===== src/rtl/fsbm_search_if.sv =====
// Handshake and memory-address bundle between the full-search sequencer and its
// datapath/consumer; the sequencer uses the slave modport.
interface fsbm_search_if #(
  parameter int SAD_W = 12,
  parameter int CA_W  = 4,
  parameter int RA_W  = 6
);
  logic             start;
  logic             busy;
  logic             rd_en;
  logic [CA_W-1:0]  cur_addr;
  logic [RA_W-1:0]  ref_addr;
  logic             sad_clr;
  logic [SAD_W-1:0] sad_in;
  logic             out_valid;
  logic             out_ready;
  logic [SAD_W-1:0] out_mad;
  logic [7:0]       out_mv;

  modport master (
    output start, sad_in, out_ready,
    input  busy, rd_en, cur_addr, ref_addr, sad_clr, out_valid, out_mad, out_mv
  );

  modport slave (
    input  start, sad_in, out_ready,
    output busy, rd_en, cur_addr, ref_addr, sad_clr, out_valid, out_mad, out_mv
  );
endinterface


===== src/rtl/fsbm_search_ctrl.sv =====
// Full-search block-matching sequencer: walks every candidate displacement,
// issues pixel reads, tracks the minimum SAD and hands back the best vector.
//
// state | meaning
// IDLE  | waiting for start
// ISSUE | BLK_N*BLK_N pixel reads for the current candidate, col inner
// WAIT  | PIPE_LAT cycles for the datapath to finish the SAD
// CMP   | sample sad_in, update minimum, pick next candidate
// DONE  | result presented until out_ready
module fsbm_search_ctrl #(
  parameter int BLK_N    = 4,
  parameter int SR       = 4,
  parameter int SAD_W    = 12,
  parameter int PIPE_LAT = 2,
  parameter int CA_W     = 4,
  parameter int RA_W     = 6
) (
  input  logic          clk,
  input  logic          rst_n,
  fsbm_search_if.slave  bus
);

  localparam int REF_W = BLK_N + SR - 1;
  localparam int PW    = (BLK_N > 1) ? $clog2(BLK_N) : 1;
  localparam int WW    = (PIPE_LAT > 1) ? $clog2(PIPE_LAT) : 1;

  localparam logic [2:0] S_IDLE  = 3'd0;
  localparam logic [2:0] S_ISSUE = 3'd1;
  localparam logic [2:0] S_WAIT  = 3'd2;
  localparam logic [2:0] S_CMP   = 3'd3;
  localparam logic [2:0] S_DONE  = 3'd4;

  localparam logic [PW-1:0] PIX_LAST  = PW'(BLK_N - 1);
  localparam logic [3:0]    POS_LAST  = 4'(SR - 1);
  localparam logic [WW-1:0] WAIT_LOAD = WW'(PIPE_LAT - 1);

  logic [2:0]       r_state;
  logic [PW-1:0]    r_row;
  logic [PW-1:0]    r_col;
  logic [3:0]       r_dx;
  logic [3:0]       r_dy;
  logic [WW-1:0]    r_wait;
  logic [SAD_W-1:0] r_mad;
  logic [7:0]       r_mv;

  logic w_issue;
  logic w_first_cand;
  logic w_take;

  assign w_issue      = (r_state == S_ISSUE);
  assign w_first_cand = (r_dx == 4'd0) && (r_dy == 4'd0);
  assign w_take       = w_first_cand || (bus.sad_in < r_mad);

  // Addresses are forced to zero outside ISSUE so idle buses stay quiet.
  assign bus.rd_en     = w_issue;
  assign bus.cur_addr  = w_issue ? CA_W'(32'(r_row) * 32'(BLK_N) + 32'(r_col)) : '0;
  assign bus.ref_addr  = w_issue ? RA_W'((32'(r_dy) + 32'(r_row)) * 32'(REF_W)
                                         + 32'(r_dx) + 32'(r_col)) : '0;
  assign bus.sad_clr   = w_issue && (r_row == '0) && (r_col == '0);
  assign bus.busy      = (r_state != S_IDLE);
  assign bus.out_valid = (r_state == S_DONE);
  assign bus.out_mad   = r_mad;
  assign bus.out_mv    = r_mv;

  always_ff @(posedge clk or negedge rst_n) begin
    if (!rst_n) begin
      r_state <= S_IDLE;
      r_row   <= '0;
      r_col   <= '0;
      r_dx    <= '0;
      r_dy    <= '0;
      r_wait  <= '0;
      r_mad   <= '0;
      r_mv    <= '0;
    end else begin
      case (r_state)
        S_IDLE: begin
          if (bus.start) begin
            r_state <= S_ISSUE;
            r_row   <= '0;
            r_col   <= '0;
            r_dx    <= '0;
            r_dy    <= '0;
          end
        end
        S_ISSUE: begin
          if (r_col == PIX_LAST) begin
            r_col <= '0;
            if (r_row == PIX_LAST) begin
              r_row   <= '0;
              r_wait  <= WAIT_LOAD;
              r_state <= S_WAIT;
            end else begin
              r_row <= r_row + 1'b1;
            end
          end else begin
            r_col <= r_col + 1'b1;
          end
        end
        S_WAIT: begin
          if (r_wait == '0) r_state <= S_CMP;
          else              r_wait  <= r_wait - 1'b1;
        end
        S_CMP: begin
          // strict less-than keeps the earlier candidate on ties
          if (w_take) begin
            r_mad <= bus.sad_in;
            r_mv  <= {r_dy, r_dx};
          end
          if (r_dx == POS_LAST) begin
            r_dx <= '0;
            if (r_dy == POS_LAST) begin
              r_dy    <= '0;
              r_state <= S_DONE;
            end else begin
              r_dy    <= r_dy + 1'b1;
              r_state <= S_ISSUE;
            end
          end else begin
            r_dx    <= r_dx + 1'b1;
            r_state <= S_ISSUE;
          end
        end
        S_DONE: begin
          if (bus.out_ready) r_state <= S_IDLE;
        end
        default: r_state <= S_IDLE;
      endcase
    end
  end

endmodule


===== src/flat_wrapper.sv =====
// flat-port wrapper written by rule: the top's interface ports become plain ports
module fsbm_search_ctrl_flat 
#(
  parameter int BLK_N    = 4,
  parameter int SR       = 4,
  parameter int SAD_W    = 12,
  parameter int PIPE_LAT = 2,
  parameter int CA_W     = 4,
  parameter int RA_W     = 6
)
  (clk, rst_n, bus_start, bus_sad_in, bus_out_ready, bus_busy, bus_rd_en, bus_cur_addr, bus_ref_addr, bus_sad_clr, bus_out_valid, bus_out_mad, bus_out_mv);
  fsbm_search_if #(.SAD_W(SAD_W), .CA_W(CA_W), .RA_W(RA_W)) bus_i ();
  input  logic clk;
  input  logic rst_n;
  input wire logic [$bits(bus_i.start)-1:0] bus_start;
  input wire logic [$bits(bus_i.sad_in)-1:0] bus_sad_in;
  input wire logic [$bits(bus_i.out_ready)-1:0] bus_out_ready;
  output wire logic [$bits(bus_i.busy)-1:0] bus_busy;
  output wire logic [$bits(bus_i.rd_en)-1:0] bus_rd_en;
  output wire logic [$bits(bus_i.cur_addr)-1:0] bus_cur_addr;
  output wire logic [$bits(bus_i.ref_addr)-1:0] bus_ref_addr;
  output wire logic [$bits(bus_i.sad_clr)-1:0] bus_sad_clr;
  output wire logic [$bits(bus_i.out_valid)-1:0] bus_out_valid;
  output wire logic [$bits(bus_i.out_mad)-1:0] bus_out_mad;
  output wire logic [$bits(bus_i.out_mv)-1:0] bus_out_mv;
  assign bus_i.start = bus_start;
  assign bus_i.sad_in = bus_sad_in;
  assign bus_i.out_ready = bus_out_ready;
  assign bus_busy = bus_i.busy;
  assign bus_rd_en = bus_i.rd_en;
  assign bus_cur_addr = bus_i.cur_addr;
  assign bus_ref_addr = bus_i.ref_addr;
  assign bus_sad_clr = bus_i.sad_clr;
  assign bus_out_valid = bus_i.out_valid;
  assign bus_out_mad = bus_i.out_mad;
  assign bus_out_mv = bus_i.out_mv;
  fsbm_search_ctrl #(.BLK_N(BLK_N), .SR(SR), .SAD_W(SAD_W), .PIPE_LAT(PIPE_LAT), .CA_W(CA_W), .RA_W(RA_W)) u_core (.clk(clk), .rst_n(rst_n), .bus(bus_i));
endmodule

===== config.mk =====
export PLATFORM = sky130hd
export DESIGN_NAME = fsbm_search_ctrl_flat
export DESIGN_NICKNAME = d
export VERILOG_FILES = /design/src/rtl/fsbm_search_if.sv /design/src/rtl/fsbm_search_ctrl.sv /design/src/flat_wrapper.sv
export SDC_FILE = /design/constraint.sdc
export NUM_CORES = 1
export LEC_CHECK = 0
export BUFFER_PORTS_ARGS = -buffer_cell sky130_fd_sc_hd__buf_2
export CORE_ASPECT_RATIO = 1.5
export CORE_MARGIN = 2
export CORE_UTILIZATION = 56
export DETAILED_ROUTE_END_ITERATION = 6
export PLACE_DENSITY = 0.87
export SLEW_MARGIN = 20
export SYNTH_ARGS = -nofsm -noshare
export SYNTH_HDL_FRONTEND = slang
export SYNTH_SLANG_ARGS = --single-unit

===== constraint.sdc =====
create_clock -name clk -period 4.1 [get_ports clk]
set_clock_uncertainty 0.15 [all_clocks]
set_input_delay 0 -clock clk [delete_from_list [all_inputs] [get_ports clk]]
set_output_delay 0 -clock clk [all_outputs]
set_load 0.01 [all_outputs]

# Yosys cells after proc, flatten, opt, wreduce, memory -nomap -nowiden
# Index checks and enable logic that the tools add are counted.
[classes] add_sub_neg=9 n_mul=1 div=0 order_cmp=1 eq_ne=14 n_shift=0 n_mux=26 n_bitwise=0 reduce_logical=20
[ops] op="$mul 32x3->6 const B" n=1
[ops] op="$mux 3" n=7
[ops] op="$mux 4" n=5
[ops] op="$pmux 4 s2" n=2
[ops] op="$pmux 3 s5" n=1
[ops] op="$lt 12x12->1" n=1
[ops] op="$ne 2x2->1 const B" n=5
[ops] op="$reduce_and 3->1" n=3
[ops] op="$add 4x1->4 const B" n=2
[ops] op="$eq 4x2->1 const B" n=2
[ops] op="$logic_not 4->1" n=2
[ops] op="$mux 2" n=4
[ops] op="$pmux 2 s2" n=2
[ops] op="$add 6x2->6" n=1
[ops] op="$add 6x4->6" n=1
[ops] op="$eq 3x2->1 const B" n=2
[ops] op="$mux 6" n=1
[ops] op="$reduce_and 2->1" n=3
[ops] op="$reduce_bool 2->1" n=3
[ops] op="$add 4x2->5" n=1
[ops] op="$reduce_and 5->1" n=1
[ops] op="$add 2x1->2 const B" n=2
[ops] op="$add 4x2->4" n=1
[ops] op="$eq 2x2->1 const B" n=2
[ops] op="11 further kinds" n=16
[totals] regBits=36 latch_bits=0 mem_bits_rw=0 romBits=0 out_inout_bits=34 memories=0

# Logic depth before layout (Yosys ltp)
# Gate-level depths: netlist of run 1.
[depth] word_depth=5 ltp_mapped=14

# Worst setup path after synthesis of run 1
# Ideal clock, no wire load.
[synth_timing] path_type="register -> output" startpoint="register u_core.r_dy[0]" endpoint="output bus_ref_addr[5]" arrival_ns=3.357 required_time_ns=3.950 setup_slack_ns=0.593 path_stages_with_launch=15 path_buffers=0 path_cell_list="dfrtp_1 ha_1 inv_1 fa_1 xor2_1 inv_1 fa_1 inv_1 fa_1 inv_1 ha_1 nand2_1 a21o_1 nand3_1 nor3b_1"
[synth_between] elab_chain_cells=5
[synth_lines] item="start, declared" line_no="fsbm_search_ctrl.sv:41" source="logic [3:0] r_dy;"
[synth_lines] item="start signal, assigned" line_no="fsbm_search_ctrl.sv:116" source="r_dy <= r_dy + 1'b1;"
[synth_lines] item="$add 4x2->5" line_no="fsbm_search_ctrl.sv:57" source="assign bus.ref_addr = w_issue ? RA_W'((32'(r_dy) + 32'(r_row)) * 32'(REF_W)"
[synth_lines] item="$mul 32x3->6" line_no="fsbm_search_ctrl.sv:57"
[synth_lines] item="$add 6x4->6" line_no="fsbm_search_ctrl.sv:58" source="+ 32'(r_dx) + 32'(r_col)) : '0;"
[synth_lines] item="$add 6x2->6" line_no="fsbm_search_ctrl.sv:58"
[synth_lines] item="$mux 6" line_no="fsbm_search_ctrl.sv:57"
[synth_lines] item="end, declared" line_no="flat_wrapper.sv:21" source="output wire logic [$bits(bus_i.ref_addr)-1:0] bus_ref_addr;"
# No other way between the ends.

# Worst setup path in the final report of run 1
[layout_timing] startpoint="register u_core.r_dy[0]" endpoint="output bus_ref_addr[4]"
# The elaborated chain is that of the path after synthesis.

==> results of run 1 <==
-- layer usage --
metal / track usage / vias to the layer above / share of wire
met5: 0 / - / 0
met4: 0.137 / 0 / 0.035
met3: 0.0312 / 16 / 0.031
met2: 0.396 / 63 / 0.54
met1: 0.281 / 1012 / 0.39
li1: - / 1001 / -
-- state kept, by name, indices dropped and copies added, names as in the netlist --
register	cells
u_core.bus.out_mad	12
u_core.bus.out_mv	8
u_core.r_col	2
u_core.r_dx	4
u_core.r_dy	4
u_core.r_row	2
u_core.r_state	3
u_core.r_wait	1
-- cell usage after synthesis (5+ instances only) --
cell type / instances / area (um^2)
fa_1: 9 / 180
mux2_2: 8 / 90.1
o21ai_0: 15 / 75.1
nand3_1: 6 / 30.0
clkbuf_1: 6 / 22.5
mux2_4: 10 / 150
nor3_1: 5 / 25.0
a21oi_1: 11 / 55.1
nor2_1: 21 / 78.8
inv_1: 40 / 150
ha_1: 28 / 350
dfrtp_1: 36 / 901
nand2_1: 11 / 41.3
a21o_1: 5 / 37.5
-- final timing paths --
kind	slack, ns	end	start	depth (start not counted)
max	0.15	bus_ref_addr[4]	u_core.r_dy[0]	15
min	0.18	u_core.bus.out_mad[1]	rst_n	2
max reg2reg	1.19	u_core.bus.out_mad[9]	u_core.bus.out_mad[9]	7
min reg2reg	0.37	u_core.bus.out_mv[1]	u_core.bus.out_mv[1]	1
max in group asynchronous	3.05	u_core.r_dy[1]	rst_n	2
min in group clk	0.33	u_core.bus.out_mad[0]	bus_sad_in[0]	3
-- worst reg2reg max path, stage by stage (launching register included) --
cell	delay, ns
dfrtp_1	0.39
inv_1	0.07
ha_1	0.30
and3_1	0.16
o21ai_0	0.26
a21oi_1	0.16
a211oi_4	0.87
mux2_2	0.43
-- final cells by class --
class                   instances  area, um^2  share of cell area
multi-input cells             174        1510               0.479
flip-flops and latches         36         903               0.287
repair buffers                 68         425               0.135
inverters                      41         154              0.0489
clock buffers                   7        96.3              0.0306
well taps                      48        60.1              0.0191
-- timing repair --
item / CTS / global route
setup endpoints to repair: 0 / 2
hold endpoints to repair: 50 / 0
gates resized for setup: 0 / 3
hold buffers: 15 / 0
buffers inserted: 0 / 4
-- cells by family after synthesis --
family / Yosys count / share of synthesized area
adders and majority gates: 37 / 0.204
and+or+nand+nor: 66 / 0.129
DFF: 36 / 0.347
buffers and inverters: 48 / 0.0757
muxes: 20 / 0.100
xor gates and xnor gates: 6 / 0.0202
AOI/OAI and AO/OA: 45 / 0.123
-- stage by stage --
step,worst slack (ns),hold slack (ns),utilization,instance area [um^2]
CTS,0.00450,0.213,0.689,3110
global placement,0.507,-0.0160,0.635,2860
floorplan,0.593,-0.446,-,2600
finish,0.149,0.184,0.698,3150
detailed placement,0.345,-0.00781,0.635,2860
global route,-0.0410,0.268,0.698,3150
==> results.cfg, run 1 <==
[run_status]
status = complete, no violations

[detailed_routing]
detail-route-antenna-nets = 0
vias_per_cell = 5.59
drt_iter0_markers = 66
drt_wl_total_um = 5530
firstDrtPassIters = 4
drc = 0
wire_per_inst_um = 14.8
vias = 2092

[sta]
fin_crit_ns = 3.95
hold_viol_final = 0
fmaxAchievable_ghz = 0.253
period_share = 0.964
final_max_slew_viol_count = 0
slew_headroom = 0.309
finalSetupTns_ns = 0
tightest_slew_ns = 1.03
setup_violations = 0

[setup_path]
crit_chain = ha_1, inv_1, fa_1, xor2_2, buf_4, fa_1, fa_1, inv_1, ha_1, inv_1, o21ai_0, a21oi_1, xor2_1, nor2_1, buf_2
crit_fanout = 6
crit_path_start_kind = flip-flop
slowest_stage = fa_1
path_buf_inv = 5
slowest_delay_ns = 0.51
cpLargestDelayFamily = adder cells
end_kind = output port
crit_required_ns = 3.95
critical_path_arrival_ns = 3.80
critPathKind = flip-flop to output port

[floorplanning]
coreArea_um2 = 4500
initial_core_util = 0.576
die_x_um = 59.6
fp.dieArea_um2 = 5210
die_y_um = 87.4
placementRows = 30
io_pins = 50

[layout]
fillCellCount = 331
n_antenna_cell = 0
drive_above_1_share = 0.267
nets = 379
instances_no_fill = 374
area_growth_pct = 21.2
layout_common_cells = buf_2 (49), inv_1 (40), dfrtp_1 (34), ha_1 (28), nor2_1 (21)
final_common_cell = buf_2

[yosys]
yosysWarnings = 0
syn_nets = 311
yosysSeqAreaShare = 0.347
ys_ff_latch = 36
synth.avg_cell_area_um2 = 10.1
yosysUniqueCellTypes = 40
synth-main-ff-cell = dfrtp_1
syn_inst = 258
synthArstFlopShare = 1.00
netlist_area_um2 = 2600
synth_edf_count = 0

[clock_network]
clk_pin_slew_ns = 0.07
cts_tree = done
root_buffer = clkbuf_8
clk_latency_ns = 0.30
cts_sinks = 36
clk_path_buf_depth = 2
htreeDepth = 2
cts_buffers = 5

[placed_design]
port_buffers = 49
place_congestion = 0.856
post-dp-hpwl_um = 3980
place_inst = 348

[global_routing]
grt_max_degree = 37
grt_pass1_wl_um = 9240
antenna_found_initial = 0
grt_pass1_vias = 2140
grt_overflow_total = 0
grt_use_total = 0.235

[run]
timing.max_cap.violations = 0

[worst_hold_path]
hold_path.class = primary input to async pin
Power of run 1 is left out: the tool's default activity adds up to more than one toggle a clock period on the data nets, which glitch-free logic cannot reach.
==> run 2, diff against run 1 <==
--- a/config.mk
+++ b/config.mk
@@ -10,6 +10,7 @@
 export CORE_MARGIN = 2
 export CORE_UTILIZATION = 56
 export DETAILED_ROUTE_END_ITERATION = 6
+export MAX_ROUTING_LAYER = met4
 export PLACE_DENSITY = 0.87
 export SLEW_MARGIN = 20
 export SYNTH_ARGS = -nofsm -noshare
==> run 2 against run 1 <==
Effect of this change: sequential cell count is the same; critical path type unchanged; first-iteration DRC count grew 4.5%; critical path depth is the same; count of clock-buffer cells in the layout is the same; via count is essentially flat; worst setup slack is essentially flat; critical endpoint unchanged; utilization is the same; register-to-register slack is essentially flat; largest cell class unchanged; non-clock buffer count is the same.
==> results.cfg, run 2 (same netlist as run 1, synthesis figures left out) <==
[run_status]
status = complete, no violations

[detailed_routing]
drt_wl_total_um = 5520
drc = 0
firstDrtPassIters = 4
vias = 2090
vias_per_cell = 5.59
wire_per_inst_um = 14.8
detail-route-antenna-nets = 0
drt_iter0_markers = 69

[setup_path]
crit_fanout = 6
slowest_delay_ns = 0.51
regToRegStartpoint = u_core.bus.out_mad[9]
crit_path_start_kind = flip-flop
slowest_stage = fa_1
crit_required_ns = 3.95
critical_path_arrival_ns = 3.80
r2r_cells = 7
critPathKind = flip-flop to output port
end_kind = output port
cp-startpoint = u_core.r_dy[0]
crit_chain = ha_1, inv_1, fa_1, xor2_2, buf_4, fa_1, fa_1, inv_1, ha_1, inv_1, o21ai_0, a21oi_1, xor2_1, nor2_1, buf_2

[layout]
largest_reg_flops = 12
area_growth_pct = 21.2
final_common_cell = buf_2
finish.utilization = 0.698
fillCellCount = 331
nets = 379
design_area_um2 = 3150
drive_above_1_share = 0.267
n_antenna_cell = 0
layout_common_cells = buf_2 (49), inv_1 (40), dfrtp_1 (34), ha_1 (28), nor2_1 (21)

[floorplanning]
fp.dieArea_um2 = 5210
placementRows = 30
coreArea_um2 = 4500
die_y_um = 87.4
initial_core_util = 0.576
die_x_um = 59.6
io_pins = 50

[clock_network]
clk_path_buf_depth = 2
cts_tree = done
clk_pin_slew_ns = 0.07
htreeDepth = 2
clk_latency_ns = 0.30
root_buffer = clkbuf_8
cts_buffers = 5
cts_sinks = 36

[global_routing]
grt_use_total = 0.242
antenna_found_initial = 0
grt_max_degree = 37
grt_overflow_total = 0
grt_pass1_wl_um = 9240
grt_pass1_vias = 2144

[sta]
fin_crit_ns = 3.95
slew_headroom = 0.309
timing.hold.ws_ns = 0.183
final_max_slew_viol_count = 0
fmaxAchievable_ghz = 0.253
setup_violations = 0
hold_viol_final = 0
period_share = 0.964
tightest_slew_ns = 1.03

[placed_design]
post_dp_cell_area_um2 = 2860
port_buffers = 49
post-dp-hpwl_um = 3980
place_congestion = 0.869

[worst_hold_path]
hold_path.class = primary input to async pin

[run]
timing.max_cap.violations = 0
==> run 2: worst paths after layout <==
check                                         to  slack (ns)
max                              bus_ref_addr[4]        0.15
min reg2reg                 u_core.bus.out_mv[1]        0.37
max in group asynchronous         u_core.r_dy[1]        3.05
min                        u_core.bus.out_mad[1]        0.18
max reg2reg                u_core.bus.out_mad[9]        1.19
min in group clk           u_core.bus.out_mad[0]        0.33
==> run 2: worst max-delay path: cells and delay by family, from the launching register on <==
kind                     cells  cell delay, ns
AO/OA/AOI/OAI                2            0.27
XOR/XNOR                     2            0.37
adder cells (fa/ha/maj)      5            1.94
buffers and inverters        5            0.48
flip-flops                   1            0.41
AND/OR/NAND/NOR              1            0.05
==> run 2: repair_timing <==
item / in CTS / in global routing
setup endpoints to repair: 0 / 2
hold buffers: 15 / 0
endpoints found under the hold margin: 50 / 0
setup buffers: 0 / 4
resized for setup: 0 / 3
==> run 2: stage by stage <==
step	setup WS (ns)	cells	setup TNS, ns
6_report	0.149	374	0
5_1_grt	-0.0400	374	-0.0679
4_1_cts	0.00450	370	0
3_5_place_dp	0.345	348	0
3_3_place_gp	0.507	348	0
2_1_floorplan	0.593	258	0
==> run 2: cell type report <==
| type | instances | area [um^2] | share of cell area |
|---|---|---|---|
| Multi-Input combinational cell | 174 | 1510 | 0.479 |
| Sequential cell | 36 | 903 | 0.287 |
| Timing Repair Buffer | 68 | 425 | 0.135 |
| Inverter | 41 | 154 | 0.0489 |
| Clock buffer | 7 | 96.3 | 0.0306 |
| Tap cell | 48 | 60.1 | 0.0191 |
==> run 2: metal layers <==
layer  vias to the layer above  GRT usage  wire length [um]
met5                         -          -                 0
met4                         0      0.137               192
met3                        16     0.0312               165
met2                        61      0.398              3000
met1                      1012      0.279              2170
li1                       1001          -                 -
Power of run 2 is left out for the same reason.
